### src/rtl/kmp_prefix_builder.sv
// KMP failure-table (LPS) builder: reads the pattern from a synchronous ROM, stores the table
// and serves it through a combinational read port. Optional macro KMP_BUILD_CYCLES_EN adds build_cycles.
module kmp_prefix_builder #(
    parameter int PAT_LEN = 5,
    parameter int ADDR_W  = 3,
    parameter int DATA_W  = 8
) (
    input  logic              clk,
    input  logic              rst,
    input  logic              start,
    output logic [ADDR_W-1:0] pat_addr,
    input  logic [DATA_W-1:0] pat_data,
    output logic              busy,
    output logic              done,
    output logic              lps_valid,
    input  logic [ADDR_W-1:0] lps_rd_addr,
    output logic [ADDR_W-1:0] lps_rd_data
`ifdef KMP_BUILD_CYCLES_EN
    ,
    output logic [7:0]        build_cycles
`endif
);

    typedef enum logic [2:0] {
        S_IDLE    = 3'd0,
        S_FETCH_I = 3'd1,
        S_LATCH_I = 3'd2,
        S_FETCH_L = 3'd3,
        S_COMPARE = 3'd4,
        S_DONE    = 3'd5
    } state_e;

    localparam logic [ADDR_W:0] PAT_LEN_W = (ADDR_W+1)'(PAT_LEN);

    state_e            state_q, state_d;
    logic [ADDR_W-1:0] i_q, i_d;
    logic [ADDR_W-1:0] len_q, len_d;
    logic [DATA_W-1:0] pat_i_q, pat_i_d;
    logic              lps_valid_q, lps_valid_d;
    logic [ADDR_W-1:0] lps_q [PAT_LEN];
    logic [ADDR_W-1:0] lps_d [PAT_LEN];

    logic              lps_clr_s;
    logic              lps_we_s;
    logic [ADDR_W-1:0] lps_wval_s;
    logic [ADDR_W-1:0] len_prev_s;
    logic [ADDR_W-1:0] rd_s;
    logic [ADDR_W:0]   i_inc_s;
    logic              i_last_s;

    // Table lookups: fallback entry LPS[len-1] and the external read port
    always_comb begin
        len_prev_s = '0;
        rd_s       = '0;
        for (int k = 0; k < PAT_LEN; k++) begin
            len_prev_s = (ADDR_W'(k) == (len_q - ADDR_W'(1))) ? lps_q[k] : len_prev_s;
            rd_s       = (ADDR_W'(k) == lps_rd_addr) ? lps_q[k] : rd_s;
        end
        lps_rd_data = rd_s;
    end

    // FSM next-state, counters, table write request and ROM address decode
    always_comb begin
        state_d     = state_q;
        i_d         = i_q;
        len_d       = len_q;
        pat_i_d     = pat_i_q;
        lps_valid_d = lps_valid_q;
        lps_clr_s   = 1'b0;
        lps_we_s    = 1'b0;
        lps_wval_s  = '0;
        pat_addr    = '0;
        busy        = 1'b1;
        done        = 1'b0;
        i_inc_s     = {1'b0, i_q} + (ADDR_W+1)'(1);
        i_last_s    = (i_inc_s == PAT_LEN_W);
        case (state_q)
            S_IDLE: begin
                busy = 1'b0;
                if (start) begin
                    lps_clr_s   = 1'b1;
                    i_d         = ADDR_W'(1);
                    len_d       = '0;
                    lps_valid_d = 1'b0;
                    state_d     = (PAT_LEN > 1) ? S_FETCH_I : S_DONE;
                end else begin
                    state_d = S_IDLE;
                end
            end
            S_FETCH_I: begin
                pat_addr = i_q;
                state_d  = S_LATCH_I;
            end
            S_LATCH_I: begin
                pat_i_d  = pat_data;
                pat_addr = len_q;
                state_d  = S_COMPARE;
            end
            S_FETCH_L: begin
                pat_addr = len_q;
                state_d  = S_COMPARE;
            end
            S_COMPARE: begin
                if (pat_data == pat_i_q) begin
                    lps_we_s   = 1'b1;
                    lps_wval_s = len_q + ADDR_W'(1);
                    len_d      = len_q + ADDR_W'(1);
                    i_d        = i_inc_s[ADDR_W-1:0];
                    state_d    = i_last_s ? S_DONE : S_FETCH_I;
                end else if (len_q != '0) begin
                    // pat_i_q is kept; only the prefix pointer retreats
                    len_d   = len_prev_s;
                    state_d = S_FETCH_L;
                end else begin
                    lps_we_s   = 1'b1;
                    lps_wval_s = '0;
                    i_d        = i_inc_s[ADDR_W-1:0];
                    state_d    = i_last_s ? S_DONE : S_FETCH_I;
                end
            end
            S_DONE: begin
                done        = 1'b1;
                lps_valid_d = 1'b1;
                state_d     = S_IDLE;
            end
            default: begin
                busy    = 1'b0;
                state_d = S_IDLE;
            end
        endcase
    end

    // Table next-state: bulk clear on start, single-entry write from COMPARE
    always_comb begin
        for (int k = 0; k < PAT_LEN; k++) begin
            lps_d[k] = lps_clr_s ? '0 :
                       ((lps_we_s && (ADDR_W'(k) == i_q)) ? lps_wval_s : lps_q[k]);
        end
    end

    // State, counters and table registers
    always_ff @(posedge clk or negedge rst) begin
        if (!rst) begin
            state_q     <= S_IDLE;
            i_q         <= ADDR_W'(1);
            len_q       <= '0;
            pat_i_q     <= '0;
            lps_valid_q <= 1'b0;
            for (int k = 0; k < PAT_LEN; k++) begin
                lps_q[k] <= '0;
            end
        end else begin
            state_q     <= state_d;
            i_q         <= i_d;
            len_q       <= len_d;
            pat_i_q     <= pat_i_d;
            lps_valid_q <= lps_valid_d;
            lps_q       <= lps_d;
        end
    end

    assign lps_valid = lps_valid_q;

`ifdef KMP_BUILD_CYCLES_EN
    logic [7:0] cyc_q;

    // Saturating busy-cycle counter, cleared when a build is accepted
    always_ff @(posedge clk or negedge rst) begin
        if (!rst) begin
            cyc_q <= 8'd0;
        end else if ((state_q == S_IDLE) && start) begin
            cyc_q <= 8'd0;
        end else if (busy && (cyc_q != 8'hFF)) begin
            cyc_q <= cyc_q + 8'd1;
        end else begin
            cyc_q <= cyc_q;
        end
    end

    assign build_cycles = cyc_q;
`endif

endmodule

### config.mk
export PLATFORM = sky130hd
export DESIGN_NAME = kmp_prefix_builder
export DESIGN_NICKNAME = d
export VERILOG_FILES = /design/src/rtl/kmp_prefix_builder.sv
export SDC_FILE = /design/constraint.sdc
export NUM_CORES = 1
export LEC_CHECK = 0
export ABC_AREA = 1
export BUFFER_PORTS_ARGS = -buffer_cell sky130_fd_sc_hd__buf_2
export CORE_ASPECT_RATIO = 2
export CORE_MARGIN = 2
export CORE_UTILIZATION = 47
export CTS_CLUSTER_DIAMETER = 150
export DETAILED_ROUTE_END_ITERATION = 6
export PLACE_DENSITY = 0.7
export SLEW_MARGIN = 5
export SYNTH_ARGS = -nofsm -noshare
export SYNTH_HDL_FRONTEND = slang
export SYNTH_SLANG_ARGS = --single-unit
### constraint.sdc
create_clock -name clk -period 1.6 [get_ports clk]
set_clock_uncertainty 0.2 [all_clocks]
set_input_delay 0.08 -clock clk [delete_from_list [all_inputs] [get_ports clk]]
set_output_delay 0.08 -clock clk [all_outputs]
set_load 0.1 [all_outputs]
**Word level (Yosys, flattened, before mapping)**

Cells that the tools add are included.

- Add/sub/neg operators: 3
- Equal/unequal tests: 22
- Mux-type cells: 45
- Reductions and logical operators: 22

Operator list:

| cell | number |
|---|---|
| two-way mux 3 bit | 31 |
| equality test 2 x 3 -> 1 bit (first input constant) | 6 |
| one-hot mux 3 bit (2 select lines) | 3 |
| nonzero test 2 bit | 7 |
| zero test 3 bit | 4 |
| one-hot mux 3 bit (4 select lines) | 1 |
| equality test 1 x 3 -> 1 bit (first input constant) | 3 |
| equality test 3 bit (first input constant) | 3 |
| two-way mux 1 bit | 9 |
| equality test 8 bit | 1 |
| equality test 3 x 2 -> 1 bit (second input constant) | 2 |
| equality test 3 bit (second input constant) | 2 |
| != test 3 bit (second input constant) | 2 |
| AND reduction 3 bit | 2 |
| logical AND 1 bit | 5 |
| OR reduction 5 bit | 1 |
| adder 3 x 1 -> 4 bit (second input constant) | 1 |
| equality test 4 x 3 -> 1 bit (second input constant) | 1 |
| adder 3 x 1 -> 3 bit (second input constant) | 1 |
| equality test 3 x 1 -> 1 bit (second input constant) | 1 |
| nonzero test 3 bit | 1 |
| subtractor 3 x 1 -> 3 bit (second input constant) | 1 |
| != test 2 bit (second input constant) | 1 |
| one-hot mux 1 bit (2 select lines) | 1 |
| other kinds (2) | 2 |

- Bits in registers: 33
- Input bits: 14
- Output and inout bits: 9

**Longest topological paths before layout**

- Depth in word-level cells: 10
- Mapped depth: 14
- Gate-level depth less buffers: 14

**Least setup slack after synthesis**

OpenSTA, ideal clock, no wires.

- Path type: reg-to-output
- Start: register state_q[2]
- End: output port pat_addr[0]
- Arrival: 2.131 ns
- Data required time: 1.320 ns
- Slack: -0.811 ns
- Stages on the path, launching flop included: 4
- Path buffers: 0
- Cells stage by stage: dfrtp_1 > inv_1 > nand3_1 > o22ai_1

- Word-level cells in the longest chain between the ends: 3
- Elaborated cells on any way between the ends: 5
- Classes of those cells: eq/ne (3); mux (1); reduce/logical (1)

Ends and longest elaborated chain:

| item | line | RTL |
|---|---|---|
| start: declaration | 35 | `state_e state_q, state_d;` |
| start signal: assignment | 153 | `state_q <= state_d;` |
| equality test 3 x 2 -> 1 bit | 77 | `case (state_q)` |
| OR reduction 2 bit (no line) | -- |  |
| one-hot mux 3 bit (2 select lines) * | 77 |  |
| end: declaration | 11 | `output logic [ADDR_W-1:0] pat_addr,` |

Mark *: on every way between the ends. The rest lies on a longest branch, timed or not.

**Worst setup path after layout**

- Start: register len_q[1]
- End: register len_q[1]

- Word-level cells in the longest chain between the ends: 10
- Elaborated cells on any way between the ends: 18
- Classes of those cells: add/sub (2); eq/ne (5); mux (8); reduce/logical (3)

Ends and longest elaborated chain:

| item | line | RTL |
|---|---|---|
| start: declaration | 37 | `logic [ADDR_W-1:0] len_q, len_d;` |
| start signal: assignment | 155 | `len_q <= len_d;` |
| subtractor 3 x 1 -> 3 bit | 56 | `len_prev_s = (ADDR_W'(k) == (len_q - ADDR_W'(1))) ? lps_q[k] : len_prev_s;` |
| zero test 3 bit | 56 |  |
| two-way mux 3 bit (5 in series) | 56 |  |
| two-way mux 3 bit | 110 | `end else if (len_q != '0) begin` |
| two-way mux 3 bit | 104 | `if (pat_data == pat_i_q) begin` |
| one-hot mux 3 bit (2 select lines) | 77 |  |

Several ways; a longest one is shown, not always the timed one. The select of a mux whose other input is x is not followed.
A chain may end at the register's enable or synchronous reset.

==> flow_metrics.py <==
metrics = {
    "timing": {
        "setup_ws_ns": -0.2269,
        "max_slew_margin_pct": 63.39,
        "worst_hold_slack_ns": 0.1636,
        "period_share_pct": 114.2,
        "tightestPinTransition_ns": 0.5449,
        "setup_viol": 34,
        "finalMaxSlewViolations": 0,
        "fmax_mhz": 547.4,
        "period_needed_ns": 1.827,
        "hold_viol": 0,
        "rsz0062_at_grt": "yes",
    },
    "setup_path": {
        "path_cells": "inv_2, ha_4, inv_2, nand2_4, nand2_4, nand3_1, nand3_2, nand2_1, nand2_1, nand2_1, nand2_1, nand2_1, nand2_1",
        "critPathMaxFanout": 7,
        "worstSetupEndpointType": "flop",
        "worstReg2RegEnd": "len_q[1]$_DFFE_PN0P_",
        "cp_top_family": "simple AND/OR/NAND/NOR gates",
        "r2r_cells": 13,
        "worstPathArrival_ns": 1.80,
        "crit_buf_inv": 2,
        "cpMostUsedCell": "nand2_1",
        "start_kind": "flop",
        "critical_path_class": "reg -> reg",
        "crit_slowest_cell": "dfrtp_1",
        "r2r-start": "len_q[1]$_DFFE_PN0P_",
        "worst_path_largest_cell_delay_ns": 0.41,
        "required_ns": 1.58,
        "regToRegSetupSlack_ns": -0.23,
    },
    "cells_and_area": {
        "drive_above_1_share_pct": 39.12,
        "layout-area-overhead-vs-synth_pct": 48.59,
        "nNetsFinal": 434,
        "nFillCells": 337,
        "diodes": 0,
        "final_cell_mix": "100 x nand2_1, 41 x inv_1, 35 x buf_4, 29 x nand3_1, 29 x dfrtp_1",
        "mostFrequentLayoutCell": "nand2_1",
    },
    "hold_path": {
        "hold_class": "in -> async",
    },
    "die": {
        "die_w_um": 53.96,
        "io_pins": 23,
        "die_h_um": 103.9,
        "start_util_pct": 48.68,
        "rows": 36,
        "die_area_um2": 5607,
        "coreArea_um2": 4820,
    },
    "routing": {
        "vias": 2502,
        "drc": 0,
        "postRouteAntennaNets": 0,
        "first_pass_iters": 4,
        "wire_per_inst_um": 15.72,
        "viasPerCell": 5.369,
        "drt-total-wl_um": 7326,
        "drtIter0Drc": 71,
    },
    "yosys": {
        "syn-instance-count": 333,
        "synth-compound-area-share_pct": 5.760,
        "synth_seq_cells": 33,
        "synthMuxAreaShare_pct": 0,
        "synthArstFlopShare_pct": 100.0,
        "post_synth_num_cell_types": 27,
        "syn_area_um2": 2346,
        "seq_area_frac_synth_pct": 35.25,
        "synth_fp_nets": 358,
        "synth_adder_area_share_pct": 5.867,
        "synth_xor_area_share_pct": 1.120,
        "synth_top_family_by_area": "simple AND/OR/NAND/NOR gates",
        "avgSynthCellArea_um2": 7.045,
        "synth_edf_count": 0,
        "yosys_warnings": 0,
        "yosys.area_share.simple_pct": 41.33,
        "ys.flop_type": "dfrtp_1",
    },
    "clocking": {
        "root_buffer": "clkbuf_8",
        "clkLatencyLatePin_ns": 0.29,
        "clock_sinks": 33,
        "htree_levels": 2,
        "clkTransAtPathRegs_ns": 0.07,
        "cts_buffers": 5,
        "cts_tree": "yes",
        "clock_path_buffers": 2,
    },
    "pwr": {
        "finalPower_mw": 4.402,
        "vdd_ir_drop_max_mv": 1.773,
        "power_leakage_nw": 1.889,
        "p_per_area_nw_per_um2": 1263,
    },
    "global_route": {
        "grt_max_degree": 34,
        "gr-total-overflow": 0,
        "antenna_found_initial": 0,
        "grt_pass1_vias": 2568,
        "grt_use_total_pct": 28.40,
        "grt_pass1_wl_um": 11580,
    },
    "placed_design": {
        "io_buffers": 22,
        "dp_slack_ns": -0.2104,
        "globalplace.congestion": 0.9522,
        "dp_hpwl_um": 4469,
    },
    "status": {
        "violations": "setup timing",
        "status": "finished, violations left",
    },
    "run": {
        "max_cap_viol_count": 0,
    },
}
## Yosys cell counts (2+ instances only)
master / number / share of area [%]
a21oi_1: 3 / 0.64
buf_2: 2 / 0.43
buf_6: 2 / 0.96
dfrtp_1: 32 / 34
ha_1: 11 / 5.9
inv_1: 52 / 8.3
inv_2: 5 / 0.80
nand2_1: 109 / 17
nand2_2: 10 / 2.7
nand2_4: 6 / 2.9
nand3_1: 41 / 8.7
nand3_2: 6 / 2.6
nor2_1: 16 / 2.6
nor2_2: 3 / 0.80
nor2_4: 4 / 1.9
nor3_1: 3 / 0.64
o21ai_0: 5 / 1.1
o21ai_1: 8 / 1.7
o22ai_1: 6 / 1.6
xnor2_1: 2 / 0.75
## stage by stage
| stage | area [µm²] | instances | setup TNS [ns] | util [%] |
|---|---|---|---|---|
| finish | 3486 | 466 | -3.501 | 72.33 |
| global route | 3486 | 466 | -5.552 | 72.33 |
| CTS | 3319 | 458 | -1.186 | 68.87 |
| detailed placement | 2818 | 425 | -2.481 | 58.46 |
| global placement | 2818 | 425 | -1.888 | 58.46 |
| floorplan | 2417 | 333 | -1.258 | - |
## power breakdown
part           switching, mW  internal, mW  total [mW]
registers              0.175          1.02        1.20
clock network          0.297         0.341       0.638
logic                   1.62         0.946        2.57
## cell type report
class / instances / area [µm²] / area share [%]
flip-flops and latches: 33 / 830.8 / 23.83
well taps: 57 / 71.32 / 2.046
multi-input cells: 239 / 1619 / 46.45
inverters: 57 / 214.0 / 6.138
clock buffers: 7 / 86.33 / 2.477
repair buffers: 73 / 664.4 / 19.06
## registers in the layout, indices dropped and copies added, names as in the netlist
name,count
lps_q,15
state_q,3
pat_i_q,8
len_q,3
lps_valid,1
i_q,3
## how the worst max path moves through the flow
stage / start / endpoint / slack, ns / cells past startpoint
floorplan: state_q[1]$_DFF_PN0_ / lps_valid$_DFFE_PN0P_ / -0.23 / 5
global placement: len_q[0]$_DFFE_PN0P_ / len_q[2]$_DFFE_PN0P_ / -0.16 / 13
detailed placement: len_q[0]$_DFFE_PN0P_ / len_q[2]$_DFFE_PN0P_ / -0.21 / 13
CTS: state_q[2]$_DFF_PN0_ / pat_addr[2] / -0.1 / 5
global route: len_q[1]$_DFFE_PN0P_ / len_q[2]$_DFFE_PN0P_ / -0.27 / 13
finish: len_q[1]$_DFFE_PN0P_ / len_q[1]$_DFFE_PN0P_ / -0.23 / 13
## what timing repair did
action	CTS	global route
resized for setup	42	31
buffers inserted	15	8
hold endpoints to repair	43	0
pin swaps	11	26
hold buffers	10	0
gates cloned	1	0
endpoints found under the setup margin	28	30
## logic make-up (layout without fill, tap and decap cells)
family | Yosys count | after routing
AND/OR/NAND/NOR | 200 | 201
flip-flops | 33 | 33
adder cells (fa/ha/maj) | 11 | 11
XOR/XNOR | 3 | 3
buffers and inverters | 62 | 137
AO/OA/AOI/OAI | 24 | 24
## worst register-to-register path, delay by kind of cell, from the launching register on
family | cells | cell delay [ns]
and+or+nand+nor | 10 | 0.76
adders and majority gates | 1 | 0.18
DFF | 1 | 0.41
buffers and inverters | 2 | 0.19
## layer usage
| layer | vias to the layer above | GRT usage, % | routed length (µm) |
|---|---|---|---|
| li1 | 1181 | - | - |
| met1 | 1182 | 26.29 | 2377 |
| met2 | 91 | 49.56 | 4027 |
| met3 | 48 | 6.466 | 295 |
| met4 | 0 | 20.70 | 626 |
| met5 | - | 0 | 0 |
No activity file was read; power rests on OpenSTA's default activity.
